--- config.mk ---
export PLATFORM = sky130hd
export DESIGN_NAME = mem_access_ctrl
export DESIGN_NICKNAME = d
export VERILOG_FILES = /design/src/rtl/mem_ctrl_pkg.sv /design/src/rtl/rise_pulse.sv /design/src/rtl/mem_access_ctrl.sv
export SDC_FILE = /design/constraint.sdc
export NUM_CORES = 1
export LEC_CHECK = 0
export ABC_AREA = 0
export CAP_MARGIN = 20
export CORE_MARGIN = 3
export CORE_UTILIZATION = 45
export DETAILED_ROUTE_END_ITERATION = 10
export PLACE_DENSITY = 0.8
export SETUP_SLACK_MARGIN = 0.3
export SLEW_MARGIN = 20
export SYNTH_ARGS = -nofsm -noshare
export SYNTH_HDL_FRONTEND = slang
export SYNTH_HIERARCHICAL = 1
export SYNTH_SLANG_ARGS = --single-unit
--- constraint.sdc ---
create_clock -name clk -period 3.7 [get_ports clk]
set_input_delay 0.37 -clock clk [delete_from_list [all_inputs] [get_ports clk]]
set_output_delay 0.37 -clock clk [all_outputs]
set_load 0.03 [all_outputs]
--- src/rtl/mem_ctrl_pkg.sv ---
// mem_ctrl_pkg: request mode codes, FSM state type and default widths
// shared by mem_access_ctrl and its sub-blocks.
// Optional feature macro: WRITE_VERIFY_EN adds the verify-read states.
package mem_ctrl_pkg;

  localparam int ADDR_W_DEF = 25;
  localparam int DATA_W_DEF = 16;

  localparam logic [1:0] MODE_CLEAR = 2'b00;
  localparam logic [1:0] MODE_READ  = 2'b01;
  localparam logic [1:0] MODE_WRITE = 2'b10;
  localparam logic [1:0] MODE_IDLE  = 2'b11;

  typedef enum logic [2:0] {
    ST_IDLE,
    ST_WR_REQ,
    ST_RD_REQ,
    ST_RD_WAIT,
    ST_CLR_REQ
`ifdef WRITE_VERIFY_EN
    ,
    ST_VFY_REQ,
    ST_VFY_WAIT
`endif
  } state_e;

  // Bits needed for a counter that must reach max_val inclusive.
  function automatic int cnt_width(input int max_val);
    return (max_val < 1) ? 1 : $clog2(max_val + 1);
  endfunction

endpackage

--- src/rtl/rise_pulse.sv ---
// rise_pulse: rising-edge detector. The previous-value register is updated
// every cycle, so an edge is reported exactly once regardless of who listens.
module rise_pulse (
  input  logic clk,
  input  logic rst,
  input  logic sig_i,
  output logic rise_o
);

  logic prev_q;

  // Track last cycle's level of the monitored signal.
  always_ff @(posedge clk) begin
    if (rst) begin
      prev_q <= 1'b0;
    end else begin
      prev_q <= sig_i;
    end
  end

  assign rise_o = sig_i & ~prev_q;

endmodule

--- src/rtl/mem_access_ctrl.sv ---
// mem_access_ctrl: executes one memory transaction (write, read or zero-fill
// clear) per io_done rising edge on an Avalon-MM style master port.
// Optional feature macro: WRITE_VERIFY_EN (read-back compare after each
// single write, result reported on verify_err).
module mem_access_ctrl
  import mem_ctrl_pkg::*;
#(
  parameter int ADDR_W      = ADDR_W_DEF,
  parameter int DATA_W      = DATA_W_DEF,
  parameter int CLEAR_WORDS = 1024,
  parameter int RD_TIMEOUT  = 255
) (
  input  logic              clk,
  input  logic              rst,
  input  logic              io_done,
  input  logic [1:0]        mode,
  input  logic [ADDR_W-1:0] mem_addr,
  input  logic [DATA_W-1:0] io_data,
  output logic              mem_done,
  output logic [DATA_W-1:0] read_data,
  output logic              read_valid,
  output logic              rd_timeout,
  output logic              verify_err,
  output logic [ADDR_W-1:0] av_address,
  output logic              av_read,
  output logic              av_write,
  output logic [DATA_W-1:0] av_writedata,
  output logic [1:0]        av_byteenable,
  input  logic              av_waitrequest,
  input  logic [DATA_W-1:0] av_readdata,
  input  logic              av_readdatavalid
);

  localparam int              TO_W     = cnt_width(RD_TIMEOUT);
  localparam logic [TO_W-1:0] TO_LAST  = TO_W'(RD_TIMEOUT);
  localparam logic [ADDR_W-1:0] CLR_LAST = ADDR_W'(CLEAR_WORDS - 1);

  state_e              state_q,      state_d;
  logic [ADDR_W-1:0]   addr_q,       addr_d;
  logic [DATA_W-1:0]   wdata_q,      wdata_d;
  logic [TO_W-1:0]     to_cnt_q,     to_cnt_d;
  logic                mem_done_q,   mem_done_d;
  logic [DATA_W-1:0]   read_data_q,  read_data_d;
  logic                read_valid_q, read_valid_d;
  logic                rd_timeout_q, rd_timeout_d;
  logic                verify_err_q, verify_err_d;
  logic                req_rise;

  rise_pulse u_rise (
    .clk    (clk),
    .rst    (rst),
    .sig_i  (io_done),
    .rise_o (req_rise)
  );

  // Next-state and datapath decisions; every target defaults to hold.
  always_comb begin
    state_d      = state_q;
    addr_d       = addr_q;
    wdata_d      = wdata_q;
    to_cnt_d     = to_cnt_q;
    mem_done_d   = mem_done_q;
    read_data_d  = read_data_q;
    read_valid_d = 1'b0;
    rd_timeout_d = rd_timeout_q;
    verify_err_d = verify_err_q;

    case (state_q)
      ST_IDLE: begin
        // Edges while busy never reach here, so they are dropped, not queued.
        if (req_rise && (mode != MODE_IDLE)) begin
          mem_done_d   = 1'b0;
          rd_timeout_d = 1'b0;
          addr_d       = mem_addr;
          wdata_d      = io_data;
          case (mode)
            MODE_CLEAR: begin
              state_d = ST_CLR_REQ;
              addr_d  = '0;
              wdata_d = '0;
            end
            MODE_READ: state_d = ST_RD_REQ;
            default:   state_d = ST_WR_REQ;
          endcase
        end
      end

      ST_WR_REQ: begin
        if (!av_waitrequest) begin
`ifdef WRITE_VERIFY_EN
          state_d = ST_VFY_REQ;
`else
          state_d    = ST_IDLE;
          mem_done_d = 1'b1;
`endif
        end
      end

      ST_RD_REQ: begin
        if (!av_waitrequest) begin
          state_d  = ST_RD_WAIT;
          to_cnt_d = '0;
        end
      end

      ST_RD_WAIT: begin
        // Data arriving on the last counted cycle still wins over timeout.
        if (av_readdatavalid) begin
          read_data_d  = av_readdata;
          read_valid_d = 1'b1;
          mem_done_d   = 1'b1;
          state_d      = ST_IDLE;
        end else if (to_cnt_q == TO_LAST) begin
          rd_timeout_d = 1'b1;
          mem_done_d   = 1'b1;
          state_d      = ST_IDLE;
        end else begin
          to_cnt_d = to_cnt_q + 1'b1;
        end
      end

      ST_CLR_REQ: begin
        // Address advances only on acceptance and stops at the last word.
        if (!av_waitrequest) begin
          if (addr_q == CLR_LAST) begin
            state_d    = ST_IDLE;
            mem_done_d = 1'b1;
          end else begin
            addr_d = addr_q + 1'b1;
          end
        end
      end

`ifdef WRITE_VERIFY_EN
      ST_VFY_REQ: begin
        if (!av_waitrequest) begin
          state_d  = ST_VFY_WAIT;
          to_cnt_d = '0;
        end
      end

      ST_VFY_WAIT: begin
        // Verify reads never touch read_data/read_valid.
        if (av_readdatavalid) begin
          if (av_readdata != wdata_q) begin
            verify_err_d = 1'b1;
          end
          mem_done_d = 1'b1;
          state_d    = ST_IDLE;
        end else if (to_cnt_q == TO_LAST) begin
          verify_err_d = 1'b1;
          mem_done_d   = 1'b1;
          state_d      = ST_IDLE;
        end else begin
          to_cnt_d = to_cnt_q + 1'b1;
        end
      end
`endif

      default: state_d = ST_IDLE;
    endcase
  end

  // State register and all registered outputs; rst aborts any bus cycle.
  always_ff @(posedge clk) begin
    if (rst) begin
      state_q      <= ST_IDLE;
      addr_q       <= '0;
      wdata_q      <= '0;
      to_cnt_q     <= '0;
      mem_done_q   <= 1'b1;
      read_data_q  <= '0;
      read_valid_q <= 1'b0;
      rd_timeout_q <= 1'b0;
      verify_err_q <= 1'b0;
    end else begin
      state_q      <= state_d;
      addr_q       <= addr_d;
      wdata_q      <= wdata_d;
      to_cnt_q     <= to_cnt_d;
      mem_done_q   <= mem_done_d;
      read_data_q  <= read_data_d;
      read_valid_q <= read_valid_d;
      rd_timeout_q <= rd_timeout_d;
      verify_err_q <= verify_err_d;
    end
  end

  // Bus strobes decode straight from the registered state, so they are
  // glitch-free and mutually exclusive by construction.
  assign av_write = (state_q == ST_WR_REQ) || (state_q == ST_CLR_REQ);
`ifdef WRITE_VERIFY_EN
  assign av_read    = (state_q == ST_RD_REQ) || (state_q == ST_VFY_REQ);
  assign verify_err = verify_err_q;
`else
  assign av_read    = (state_q == ST_RD_REQ);
  assign verify_err = 1'b0;
`endif

  assign av_address    = addr_q;
  assign av_writedata  = wdata_q;
  assign av_byteenable = 2'b11;
  assign mem_done      = mem_done_q;
  assign read_data     = read_data_q;
  assign read_valid    = read_valid_q;
  assign rd_timeout    = rd_timeout_q;

endmodule
==> results.toml <==
[timing]
rsz0062_at_grt = "false"
period_share = 0.745
holdWs_ns = 0.452
fin_skew_ns = 0.0189
setup_tns_ns = 0
finalHoldViolCount = 0
slew_headroom = 0.361
clock.fmax_mhz = 363
drv_slew = 0
worst_slew_pin_slew_ns = 0.945
fin_crit_ns = 2.76
setup_viol = 0

[power]
p_per_area_nw_per_um2 = 569
leakagePower_uw = 0.00180
total_power_uw = 2900
p_switching_uw = 1170
clock_power_share = 0.229
intPower_uw = 1730
peakVddDrop_v = 0.000284
swShare = 0.404
seqPwrFrac = 0.377
power_frac_comb = 0.395

[final_layout]
num_antenna_cells = 0
final_nets = 640
areaGrowthSynthToFinish_pct = 40.1
regArea_um2 = 1440
fillCellCount = 655
drive_gt1_frac = 0.0691
stdcell_area_um2 = 5090
fin_util = 0.656
multi_input_area_um2 = 2000

[worst_setup_path]
crit_required_ns = 3.99
crit_path_end_kind = "flip-flop"
slowest_stage = "dfxtp_1"
crit_chain = "or3_1 -> nor2_4 -> a2111oi_4 -> a21boi_2 -> buf_4 -> o21ai_0 -> a21oi_1"
cp_num_buf_inv = 1
ff2ff_setup_slack_ns = 0.94
critPathMaxStageDelay_ns = 0.66
cp.arrival_ns = 3.04
crit_type = "flip-flop to flip-flop"
crit_family = "compound AO/OA/AOI/OAI gates"
cp-start-kind = "flip-flop"
crit_fanout = 15

[clock_tree]
cts_tree = "built"
htreeDepth = 3
cts_hold_buffers = 0
insertion_delay_ns = 0.36
cts_inserted_buffers = 9
post_cts_buffers = 0
clock-root-buffer = "clkbuf_8"
clkSinkCount = 72
clkTransAtPathRegs_ns = 0.08
cts_max_path_buffers = 2
postCtsResizedCells = 0

[placed_design]
routabilityCongestion = 0.880
place_area_um2 = 4890
place.port_buffers = 125
hpwl_um = 7580

[synth]
ys_ff_latch = 72
yosysSeqAreaShare = 0.396
ys_types = 55
synthesis.area_um2 = 3640
synthCells = 468
synthArstFlopShare = 0
yosys_warnings = 6
synth_ff_type = "dfxtp_1"
syn_avg_cell_area_um2 = 7.77
yosys-top-cells-area = "dfxtp_1 (40%), a21oi_1 (8.7%), nand2_1 (7.5%)"
synth_top_area_share = 0.396
synth_edf_count = 0
synth.largest_area_cell = "dfxtp_1"

[run]
drv.max_cap_violation_count = 0

[drt]
initialDrtViolationCount = 258
dr_wl_met3_um = 883
wl_per_cell_um = 15.7
drt_wl_total_um = 10700
num_vias = 3845
drc = 0
firstDrtPassIters = 5
vias_per_cell = 5.65
wl_met2_um = 5170
met1Wirelength_um = 4420
top_layer_used = "met4"
drtAntennaViolNets = 0

[floorplanning]
die_w_um = 95.9
core_area_um2 = 7770
rows = 32
die-height_um = 95.9
die_area_um2 = 9200
start_util = 0.468
ios = 129

[global_routing]
antenna_found_initial = 0
grt_usage = 0.223
grt_first_pass_wirelength_um = 16300
grt_overflow = 0
grt_start_max_net_pins = 57
grt_pass1_vias = 3390

[outcome]
status = "complete, no violations"

[worst_hold_path]
hold_path.class = "flip-flop to flip-flop"
[cells in the final DEF, fill, tap and decap left out, types with 3 or more instances in the layout]
| cell | instances |
|---|---|
| nor3b_1 | 3 |
| a21oi_1 | 63 |
| and3_1 | 4 |
| nand3_1 | 31 |
| a31o_2 | 5 |
| buf_4 | 5 |
| nor4_1 | 7 |
| nor3_1 | 15 |
| nor2b_1 | 3 |
| or3_1 | 4 |
| o22ai_1 | 5 |
| o211a_1 | 6 |
| dfxtp_1 | 72 |
| clkdlybuf4s50_1 | 124 |
| xor2_1 | 8 |
| nor2_1 | 35 |
| xnor2_1 | 9 |
| clkbuf_8 | 9 |
| inv_6 | 4 |
| a31oi_1 | 9 |
| inv_1 | 8 |
| conb_1 | 3 |
| and4_1 | 5 |
| o21ai_0 | 15 |
| a311oi_1 | 6 |
| nand4_1 | 8 |
| nand2_1 | 73 |
| o21ai_1 | 3 |
[Yosys cell counts (all sizes together), types with 3 or more instances]
library cell	instances
a21oi	63
o22ai	5
a31o	5
nor3b	3
and3	4
inv	8
a31oi	9
nand4	8
and4	5
dfxtp	72
nor4	8
buf	10
or3	4
o21ai	18
o211a	6
nor2b	5
xnor2	9
nand3	31
a21boi	3
clkbuf	26
nor3	15
xor2	8
a311oi	6
nor2	36
nand2	73
[sequential cells by signal, indices dropped and copies added, names as in the netlist]
signal         cells
read_data         16
to_cnt_q           8
u_rise/prev_q      1
av_writedata      16
av_address        25
rd_timeout         1
mem_done           1
read_valid         1
state_q            3
[worst min-delay path: cells and delay by family, from the launching register on]
family,cells,cell delay [ns]
AOI/OAI and AO/OA,1,0.05
DFF,1,0.32
and+or+nand+nor,1,0.05
[per-stage QoR]
stage,instances,setup slack (ns)
floorplan,469,1.38
global placement,665,0.839
detailed placement,665,0.720
CTS,681,0.986
global route,681,0.757
finish,681,0.944
[power groups by stage]
| stage | logic [µW] | registers [µW] | clock network [µW] |
|---|---|---|---|
| finish | 1140 | 1090 | 662 |
| global route | 1220 | 1110 | 701 |
| floorplan | 559 | 1260 | 0 |
| global placement | 1120 | 1090 | 0 |
| CTS | 1140 | 1080 | 672 |
| detailed placement | 1140 | 1100 | 0 |
[logic make-up (layout without fill, tap and decap cells)]
| family | Yosys count | after routing | synth area share |
|---|---|---|---|
| AND/OR/NAND/NOR | 201 | 201 | 0.269 |
| adder cells (fa/ha/maj) | 2 | 2 | 0.00688 |
| other | 2 | 3 | 0.00206 |
| AO/OA/AOI/OAI | 130 | 130 | 0.231 |
| XOR/XNOR | 17 | 17 | 0.0409 |
| buffers and inverters | 44 | 154 | 0.0537 |
| flip-flops | 72 | 72 | 0.396 |
[cell type report]
class	count	share of cell area
tap	102	0.0250
clock buffer	9	0.0243
inverter	8	0.00589
timing repair buffer	130	0.252
multi-input combinational	353	0.393
sequential	72	0.283
clock inverter	7	0.0165
[final timing paths]
path                                                   start                           end  cells after the start
worst min-delay path            av_writedata[9]$_SDFFE_PP0P_  av_writedata[9]$_SDFFE_PP0P_                      2
worst max register to register       state_q[2]$_SDFFE_PP0P_   av_address[14]$_SDFFE_PP0P_                      7
worst min register to register  av_writedata[9]$_SDFFE_PP0P_  av_writedata[9]$_SDFFE_PP0P_                      2
worst max-delay path                 state_q[2]$_SDFFE_PP0P_   av_address[14]$_SDFFE_PP0P_                      7
[layer usage]
metal | track usage | vias to the layer above
met5 | 0 | -
met1 | 0.291 | 1760
met4 | 0.0853 | 0
li1 | - | 1889
met3 | 0.0430 | 19
met2 | 0.365 | 177
(Power assumes the default switching activity.)
